**config.mk**
```make
export PLATFORM = sky130hd
export DESIGN_NAME = vga_capture
export DESIGN_NICKNAME = d
export VERILOG_FILES = /design/src/rtl/vga_capture.sv
export SDC_FILE = /design/constraint.sdc
export NUM_CORES = 1
export LEC_CHECK = 0
export ABC_AREA = 1
export ABC_CLOCK_PERIOD_IN_PS = 2500
export CORE_MARGIN = 4
export CORE_UTILIZATION = 40
export DETAILED_ROUTE_END_ITERATION = 16
export HOLD_SLACK_MARGIN = 0.06
export PLACE_DENSITY = 0.64
export SETUP_SLACK_MARGIN = 0.15
export SLEW_MARGIN = 5
export SYNTH_ARGS = -nofsm -noshare
export SYNTH_HDL_FRONTEND = slang
export SYNTH_SLANG_ARGS = --single-unit
```
**constraint.sdc**
```tcl
create_clock -name clk25m -period 2.5 [get_ports clk25m]
set_input_delay 0.5 -clock clk25m [delete_from_list [all_inputs] [get_ports clk25m]]
set_output_delay 0.5 -clock clk25m [all_outputs]
set_load 0.01 [all_outputs]
```
**src/rtl/vga_capture.sv**
```systemverilog
`default_nettype none
// ============================================================================
// Module      : vga_capture
// Description : 1-bpp parallel video capture. Measures horizontal/vertical
//               timing, locks after two matching frames, then packs active
//               pixels DW per word and writes them to a VRAM-style port.
// Revision    : 1.0 - initial release
// ============================================================================
module vga_capture #(
    parameter int DW     = 8,
    parameter int AW     = 16,
    parameter bit HS_POL = 1'b0,
    parameter bit VS_POL = 1'b0
) (
    input  logic          clk25m,
    input  logic          rst,
    input  logic          red,
    input  logic          grn,
    input  logic          blu,
    input  logic          hs,
    input  logic          vs,
    input  logic          de,
    output logic [AW-1:0] vram_waddr,
    output logic [DW-1:0] vram_wdata,
    output logic          vram_we,
    output logic [11:0]   h_total,
    output logic [11:0]   h_active,
    output logic [11:0]   v_total,
    output logic [11:0]   v_active,
    output logic          locked,
    output logic          frame
);

    localparam int          BW   = $clog2(DW);
    localparam logic [11:0] CMAX = 12'hFFF;
    localparam logic [BW-1:0] LAST = BW'(DW - 1);

    typedef enum logic [1:0] {
        ST_IDLE    = 2'd0,
        ST_MEASURE = 2'd1,
        ST_CHECK   = 2'd2,
        ST_LOCKED  = 2'd3
    } state_t;

    function automatic logic [11:0] sat_inc(input logic [11:0] v);
        return (v == CMAX) ? v : v + 12'd1;
    endfunction

    logic pix_q, hs_q, hs_p, vs_q, vs_p, de_q, de_p;
    logic [11:0] hcnt, decnt, lcnt, acnt;
    logic [11:0] htot_c, hact_c;
    logic [11:0] ref_htot, ref_hact, ref_vtot, ref_vact;
    state_t      state, state_n;
    logic        ref_load;
    logic        cap;
    logic [BW-1:0] bitpos;
    logic [DW-1:0] asm_q;

    logic        hs_edge, vs_edge, hs_lost, line_act;
    logic [11:0] w_htot, w_hact, w_vtot, w_vact;
    logic        w_good;
    logic [DW-1:0] w_asm;

    assign hs_edge  = (hs_q == HS_POL) && (hs_p != HS_POL);
    assign vs_edge  = (vs_q == VS_POL) && (vs_p != VS_POL);
    // A fresh HS edge rescues the saturated counter in the same cycle.
    assign hs_lost  = (hcnt == CMAX) && !hs_edge;
    assign line_act = hs_edge && (decnt != 12'd0);

    // Candidates as they stand including any HS edge in this very cycle,
    // so a coincident HS is counted in the frame that is ending.
    assign w_htot = hs_edge  ? hcnt          : htot_c;
    assign w_hact = line_act ? decnt         : hact_c;
    assign w_vtot = hs_edge  ? sat_inc(lcnt) : lcnt;
    assign w_vact = line_act ? sat_inc(acnt) : acnt;

    assign w_good = (w_htot == ref_htot) && (w_hact == ref_hact) &&
                    (w_vtot == ref_vtot) && (w_vact == ref_vact) &&
                    (w_htot != 12'd0) && (w_hact != 12'd0) &&
                    (w_vtot != 12'd0) && (w_vact != 12'd0);

    // Start a fresh word at bit 0 so a flushed partial word has zero upper bits.
    assign w_asm = ((bitpos == '0) ? '0 : asm_q) | (DW'(pix_q) << bitpos);

    assign locked = (state == ST_LOCKED);

    // Input registers plus one extra stage for edge detection.
    always_ff @(posedge clk25m) begin
        if (rst) begin
            pix_q <= 1'b0;
            hs_q  <= 1'b0;
            hs_p  <= 1'b0;
            vs_q  <= 1'b0;
            vs_p  <= 1'b0;
            de_q  <= 1'b0;
            de_p  <= 1'b0;
        end else begin
            pix_q <= red | grn | blu;
            hs_q  <= hs;
            hs_p  <= hs_q;
            vs_q  <= vs;
            vs_p  <= vs_q;
            de_q  <= de;
            de_p  <= de_q;
        end
    end

    // Horizontal line length and DE width counters.
    always_ff @(posedge clk25m) begin
        if (rst) begin
            hcnt   <= 12'd0;
            decnt  <= 12'd0;
            htot_c <= 12'd0;
            hact_c <= 12'd0;
        end else if (hs_edge) begin
            hcnt   <= 12'd1;
            decnt  <= {11'd0, de_q};
            htot_c <= hcnt;
            if (decnt != 12'd0) begin
                hact_c <= decnt;
            end
        end else begin
            hcnt <= sat_inc(hcnt);
            if (de_q) begin
                decnt <= sat_inc(decnt);
            end
        end
    end

    // Vertical line and active-line counters, restarted at each VS edge.
    always_ff @(posedge clk25m) begin
        if (rst) begin
            lcnt <= 12'd0;
            acnt <= 12'd0;
        end else if (vs_edge) begin
            lcnt <= 12'd0;
            acnt <= 12'd0;
        end else begin
            if (hs_edge) begin
                lcnt <= sat_inc(lcnt);
            end
            if (line_act) begin
                acnt <= sat_inc(acnt);
            end
        end
    end

    // Measurement outputs latched at each VS edge, with a frame pulse.
    always_ff @(posedge clk25m) begin
        if (rst) begin
            h_total  <= 12'd0;
            h_active <= 12'd0;
            v_total  <= 12'd0;
            v_active <= 12'd0;
            frame    <= 1'b0;
        end else begin
            frame <= vs_edge;
            if (vs_edge) begin
                h_total  <= w_htot;
                h_active <= w_hact;
                v_total  <= w_vtot;
                v_active <= w_vact;
            end
        end
    end

    // Lock state register.
    always_ff @(posedge clk25m) begin
        if (rst) begin
            state <= ST_IDLE;
        end else begin
            state <= state_n;
        end
    end

    // Lock next-state logic; decisions are taken only on VS edges.
    always_comb begin
        state_n  = state;
        ref_load = 1'b0;
        if (hs_lost) begin
            state_n = ST_IDLE;
        end else if (vs_edge) begin
            case (state)
                ST_IDLE: begin
                    state_n = ST_MEASURE;
                end
                ST_MEASURE: begin
                    state_n  = ST_CHECK;
                    ref_load = 1'b1;
                end
                ST_CHECK: begin
                    if (w_good) begin
                        state_n = ST_LOCKED;
                    end else begin
                        ref_load = 1'b1;
                    end
                end
                default: begin
                    if (!w_good) begin
                        state_n  = ST_CHECK;
                        ref_load = 1'b1;
                    end
                end
            endcase
        end
    end

    // Reference timing used to judge the next frame.
    always_ff @(posedge clk25m) begin
        if (rst) begin
            ref_htot <= 12'd0;
            ref_hact <= 12'd0;
            ref_vtot <= 12'd0;
            ref_vact <= 12'd0;
        end else if (ref_load) begin
            ref_htot <= w_htot;
            ref_hact <= w_hact;
            ref_vtot <= w_vtot;
            ref_vact <= w_vact;
        end
    end

    // Capture enable follows the lock decision at frame boundaries.
    always_ff @(posedge clk25m) begin
        if (rst) begin
            cap <= 1'b0;
        end else if (vs_edge || hs_lost) begin
            cap <= (state_n == ST_LOCKED);
        end
    end

    // Pixel packing, word writes, partial-word flush and address counter.
    always_ff @(posedge clk25m) begin
        if (rst) begin
            bitpos     <= '0;
            asm_q      <= '0;
            vram_we    <= 1'b0;
            vram_wdata <= '0;
            vram_waddr <= '0;
        end else begin
            vram_we <= 1'b0;
            if (cap && de_q) begin
                asm_q <= w_asm;
                if (bitpos == LAST) begin
                    vram_we    <= 1'b1;
                    vram_wdata <= w_asm;
                    bitpos     <= '0;
                end else begin
                    bitpos <= bitpos + BW'(1);
                end
            end else if (!de_q && de_p && (bitpos != '0)) begin
                vram_we    <= 1'b1;
                vram_wdata <= asm_q;
                bitpos     <= '0;
            end
            if (vs_edge) begin
                vram_waddr <= '0;
            end else if (vram_we) begin
                vram_waddr <= vram_waddr + AW'(1);
            end
        end
    end

endmodule
`default_nettype wire

```
; Word-level counts from Yosys, hierarchy flattened
; Cells that the tools add are included.
[classes]
add_sub_neg = 6
n_eq_ne = 16
n_shift = 1
muxes = 30
n_bitwise = 6
reduce_logical = 33
[op_table]
columns = operator, count
row1 = two-way mux 12 bit, 6
row2 = nonzero test 12 bit, 5
row3 = adder 12 x 1 -> 12 bit (second input constant), 4
row4 = == test 12 bit, 4
row5 = == test 12 bit (second input constant), 4
row6 = two-way mux 8 bit, 4
row7 = adder 16 x 1 -> 16 bit (second input constant), 1
row8 = logical AND 1 bit, 14
row9 = two-way mux 1 bit, 11
row10 = two-way mux 3 bit, 3
row11 = two-way mux 2 bit, 4
row12 = OR 8 bit, 1
row13 = AND reduction 2 bit, 4
row14 = left shift 1 x 3 -> 8 bit, 1
row15 = == test 2 bit (second input constant), 3
row16 = one-hot mux 2 bit (3 select lines), 1
row17 = inequality test 2 bit (second input constant), 2
row18 = nonzero test 2 bit, 2
row19 = OR reduction 2 bit, 2
row20 = adder 3 x 1 -> 3 bit (second input constant), 1
row21 = == test 3 bit (second input constant), 1
row22 = logical NOT 3 bit, 1
row23 = inverter 1 bit, 3
row24 = nonzero test 3 bit, 1
row25 = 7 further kinds, 9
[word_totals]
ff_bits = 215
in_bits = 8
out_inout_bits = 75

; Longest topological paths before layout
[logic_depth]
depth_word = 17
ltp_mapped = 22
depth_no_buf = 20

; Worst setup path before layout
; OpenSTA, ideal clock, no wires.
[synth_timing]
kind = register -> register
start = register acnt[0]
end = register ref_vtot[7]
setup_time_ns = 0.113
arrival_time_ns = 2.357
t_required_ns = 2.387
slack_ns = 0.030
path_stages_with_launch = 19
path_buffers = 2
synth_period_minus_slack_ns = 2.470
path_cell_list = dfxtp_1 ha_1 nand2_1 nor2_2 nand3_1 buf_2 o2111ai_1 nand2_1 nand2_1 nand2_1 nor2_1 nand3_1 nor2_2 nand3_4 nand3_4 buf_6 nand2_1 nand2_1 nor2_1
[synth_between]
elab_chain_cells = 13
word_cells_on_any_way = 15
classes_between = 1 x add/sub / 2 x eq/ne / 6 x mux / 6 x reduce/logical
[synth_lines]
columns = item, line
row1 = from (decl), 50  ; logic [11:0] hcnt, decnt, lcnt, acnt;
row2 = from (signal assigned), 143  ; acnt <= sat_inc(acnt);
row3 = adder 12 x 1 -> 12 bit or == test 12 bit (tied branches), 46  ; return (v == CMAX) ? v : v + 12'd1;
row4 = two-way mux 12 bit, --
row5 = two-way mux 12 bit (*), 75  ; assign w_vact = line_act ? sat_inc(acnt) : acnt;
row6 = == test 12 bit, 78  ; (w_vtot == ref_vtot) && (w_vact == ref_vact) &&
row7 = logical AND 1 bit (2 in a row), 78
row8 = logical AND 1 bit (2 in a row), 79  ; (w_htot != 12'd0) && (w_hact != 12'd0) &&
row9 = logical AND 1 bit (*), 80  ; (w_vtot != 12'd0) && (w_vact != 12'd0);
row10 = two-way mux 1 bit (*), "192, 199"
row11 = one-hot mux 1 bit (2 select lines) (*), 183  ; case (state)
row12 = two-way mux 1 bit (*), 182  ; end else if (vs_edge) begin
row13 = two-way mux 1 bit (*), 180  ; if (hs_lost) begin
row14 = to (signal assigned), 218  ; ref_vtot <= w_vtot;
row15 = to (decl), 52  ; logic [11:0] ref_htot, ref_hact, ref_vtot, ref_vact;
; Mark *: on every way between the ends. The rest lies on a longest branch, timed or not.
; A chain may end at the register's enable or synchronous reset.

; Worst setup path in the final report
[layout_timing]
start = register decnt[1]
end = register ref_vact[10]
[layout_between]
elab_chain_cells = 15
word_cells_on_any_way = 19
classes_between = 2 x eq/ne / 6 x mux / 11 x reduce/logical
[layout_lines]
columns = item, line
row1 = from (decl), 50
row2 = from (signal assigned), 117  ; decnt <= {11'd0, de_q};
row3 = from (signal assigned), 125  ; decnt <= sat_inc(decnt);
row4 = nonzero test 12 bit, 68  ; assign line_act = hs_edge && (decnt != 12'd0);
row5 = logical AND 1 bit, 68
row6 = two-way mux 12 bit, 73  ; assign w_hact = line_act ? decnt : hact_c;
row7 = == test 12 bit, 77  ; assign w_good = (w_htot == ref_htot) && (w_hact == ref_hact) &&
row8 = logical AND 1 bit (2 in a row), 77
row9 = logical AND 1 bit (2 in a row), 78
row10 = logical AND 1 bit (2 in a row), 79
row11 = logical AND 1 bit, 80
row12 = two-way mux 1 bit, "192, 199"
row13 = one-hot mux 1 bit (2 select lines), 183
row14 = two-way mux 1 bit, 182
row15 = two-way mux 1 bit, 180
row16 = to (signal assigned), 219  ; ref_vact <= w_vact;
row17 = to (decl), 52
; Several ways; a longest one is shown, not always the timed one.

==> results_dict.tcl <==
set metrics [dict create \
    synth.distinct_cells 37 \
    overflow 0 \
    register_area_mm2 0.00433 \
    io_buffers 82 \
    fillers 2276 \
    synth_compound_area_share_pct 7.35 \
    die_y_um 168 \
    multiInputGateArea_mm2 0.00553 \
    n_antenna_cell 0 \
    via_per_inst 4.93 \
    dieArea_mm2 0.0282 \
    finalNonFillerCells 2153 \
    crit_path_start_kind "flop" \
    powerDensity_mw_per_mm2 537 \
    ant_nets 0 \
    drive_above_1_share_pct 24.4 \
    fin_crit_sh_pct 111 \
    hold_viol_final 0 \
    layout.nets 1823 \
    clock_sinks 215 \
    failed_checks "negative setup slack" \
    hold_depth 2 \
    crit_required_ns 2.91 \
    coreArea_mm2 0.0252 \
    grt_max_degree 60 \
    cts-root-buf "clkbuf_16" \
    num_rows 58 \
    cts_made_buffers 25 \
    synth_top_family_by_area "simple AND/OR/NAND/NOR gates" \
    cts.path.max_buffers 3 \
    placed_cells 2063 \
    cts.htree.levels 1 \
    grt_pass1_wl_um 47700 \
    synth-xor-area-share_pct 1.95 \
    syn_nets 1573 \
    min_period_ns 2.77 \
    r2r_cells 21 \
    cap_violations 0 \
    fin_worst_skew_ns 0.0115 \
    worst_pin_slew_ns 0.621 \
    avgRoutedWirePerCell_um 14.4 \
    vias 10600 \
    start_util_pct 40.7 \
    routed_wirelength_um 30900 \
    outcome "complete, but fails checks" \
    synth_fa_ha_area_share_pct 1.10 \
    rsz0062_at_grt "true" \
    critPathCaptureType "flop" \
    path_clk_slew_ns 0.06 \
    syn_to_final_growth_pct 43.5 \
    drcViolationCount 0 \
    cts_hold_buffers 0 \
    grt_util_all_layers_pct 20.0 \
    synth-simple-area-share_pct 36.4 \
    synth.avg_cell_area_um2 6.59 \
    yosysSeqAreaShare_pct 42.0 \
    setup_viol 50 \
    synth-seq-cells 215 \
    final_util_pct 58.4 \
    boundaryPins 83 \
    dp_hpwl_um 20100 \
    synthArstFlopShare_pct 0 \
    critical_path_class "flop to flop" \
    ys_warn_count 0 \
    synthCells 1556 \
    vdd_drop_max_mv 0.453 \
    grt_pass1_vias 9751 \
    crit_fanout 7 \
    antenna_found_initial 0 \
    cts_tree "done" \
    synth_edf_count 0 \
    power_leakage_nw 6.57 \
    relSlewSlack_pct 58.3 \
    synthMuxAreaShare_pct 0 \
    timing.fmax_mhz 362 \
    die_x_um 168 \
    min_path_type "input port to flop" \
    yosys_most_used_dff "dfxtp_1" \
    gp_congestion 0.897 \
    syn-cell-area_mm2 0.0102 \
    cp_data_arrival_time_ns 3.18 \
    clk_latency_ns 0.52 \
    drt_first_pass_iters 7 \
    dr.first_iter.drc_count 692 \
    fin_ws_ns -0.265 \
    drv_slew 0 \
]
cell usage in the layout (no fill, tap or decap), types with 4 or more instances in the layout:
master,instances
buf_12,13
clkbuf_1,4
nand2_2,54
dfxtp_1,203
nand3_4,6
nand3_1,117
nor2_2,30
a21oi_1,41
nand4_1,53
xnor2_1,5
nor3_1,16
o21ai_2,4
buf_16,4
nand2_4,27
xor2_1,13
inv_2,31
nand3_2,14
clkbuf_16,32
nor2_1,193
buf_8,6
dfxtp_2,9
clkdlybuf4s50_1,81
clkinv_2,7
buf_6,10
nand2_1,354
a22oi_1,4
bufinv_16,4
ha_1,6
buf_4,158
inv_1,194
nor2_4,11
o21ai_0,76
synth_stat cells (5+ instances only):
cell      number  share of area [%]
ha_1           9                1.1
a21oi_1       42                2.1
buf_4          5               0.37
inv_1        219                8.0
buf_6          7               0.77
nor2_2         5               0.31
o21ai_0       79                3.9
xor2_1        16                1.4
nand3_1      134                6.5
buf_2         10               0.49
clkbuf_1      31                1.1
nand2_1      434                 16
xnor2_1        5               0.43
nor2_1       228                8.3
inv_2          7               0.26
dfxtp_1      215                 42
nand4_1       53                3.2
nor3_1        17               0.83
cell type report:
type / count / area share, %
clock buffer: 31 / 4.54
clock inverter: 13 / 1.17
inverter: 226 / 5.79
multi-input combinational: 1058 / 37.6
sequential: 215 / 29.4
tap: 330 / 2.81
timing repair buffer: 280 / 18.7
routing by layer:
metal  GRT usage (%)  up-vias  part of all wire [%]
li1                -     5376                     -
met5               0        -                     0
met1            26.4     4892                    44
met2            35.0      282                    48
met3            2.79       59                   5.0
met4            4.34        0                   2.7
what timing repair did:
| action | in CTS | in global routing |
|---|---|---|
| pin swaps | 5 | 60 |
| cloned | 4 | 7 |
| gates resized for setup | 59 | 191 |
| setup buffers | 17 | 18 |
| endpoints found under the setup margin | 50 | 55 |
power by group:
part	internal (mW)	leakage [nW]	total, mW	switching [mW]
sequential	3.46	1.74	3.49	0.0292
clock	2.30	0.420	3.76	1.45
combinational	0.277	4.41	0.647	0.370
worst paths after layout:
check / slack, ns / start / endpoint
setup / recovery: -0.27 / decnt[1] / ref_vact[10]
hold reg to reg: 0.43 / vs_q / vs_p
setup reg to reg: -0.27 / decnt[1] / ref_vact[10]
hold / removal: 0.40 / rst / vs_p
cell families after synthesis:
group | count (synthesis)
fa+ha+maj | 9
simple gates | 885
flops | 215
xor+xnor | 22
buf+inv | 283
compound gates | 142
worst max-delay path, cell delays in order, from the launching register on:
cell       delay [ns]
dfxtp_2          0.32
inv_2            0.07
ha_4             0.14
nand3_4          0.06
nor2_4           0.13
nand2_4          0.11
nand2_8          0.13
buf_12           0.12
buf_16           0.12
nand2_1          0.09
nand3_1          0.11
nand3_1          0.12
nor2_2           0.15
nand2_1          0.10
nor2_2           0.16
nand3_4          0.12
nand3_4          0.11
buf_12           0.15
clkbuf_16        0.16
nand2_1          0.06
nand2_1          0.06
nor2_1           0.05
sequential cells by signal, indices dropped and copies added, names as in the netlist, 2 cells and up:
signal / flops
asm_q: 8
decnt: 12
ref_vtot: 12
h_total: 12
lcnt: 12
v_active: 12
hcnt: 12
bitpos: 3
v_total: 12
h_active: 12
ref_htot: 12
vram_waddr: 16
htot_c: 12
state: 2
vram_wdata: 8
acnt: 12
ref_hact: 12
hact_c: 12
ref_vact: 12
metrics by stage:
step / area, um2 / setup slack (ns) / hold WS (ns) / power [mW] / setup TNS, ns
finish: 14700 / -0.265 / 0.405 / 7.89 / -10.41
global route: 14700 / -0.435 / 0.417 / 8.16 / -18.38
CTS: 13800 / -0.136 / 0.391 / 7.89 / -5.21
detailed placement: 12500 / -0.236 / 0.425 / 4.07 / -10.23
global placement: 12500 / -0.230 / 0.418 / 4.07 / -10.02
floorplan: 10300 / 0.155 / 0.410 / 3.85 / 0
Power figures use the tool's default switching activity.
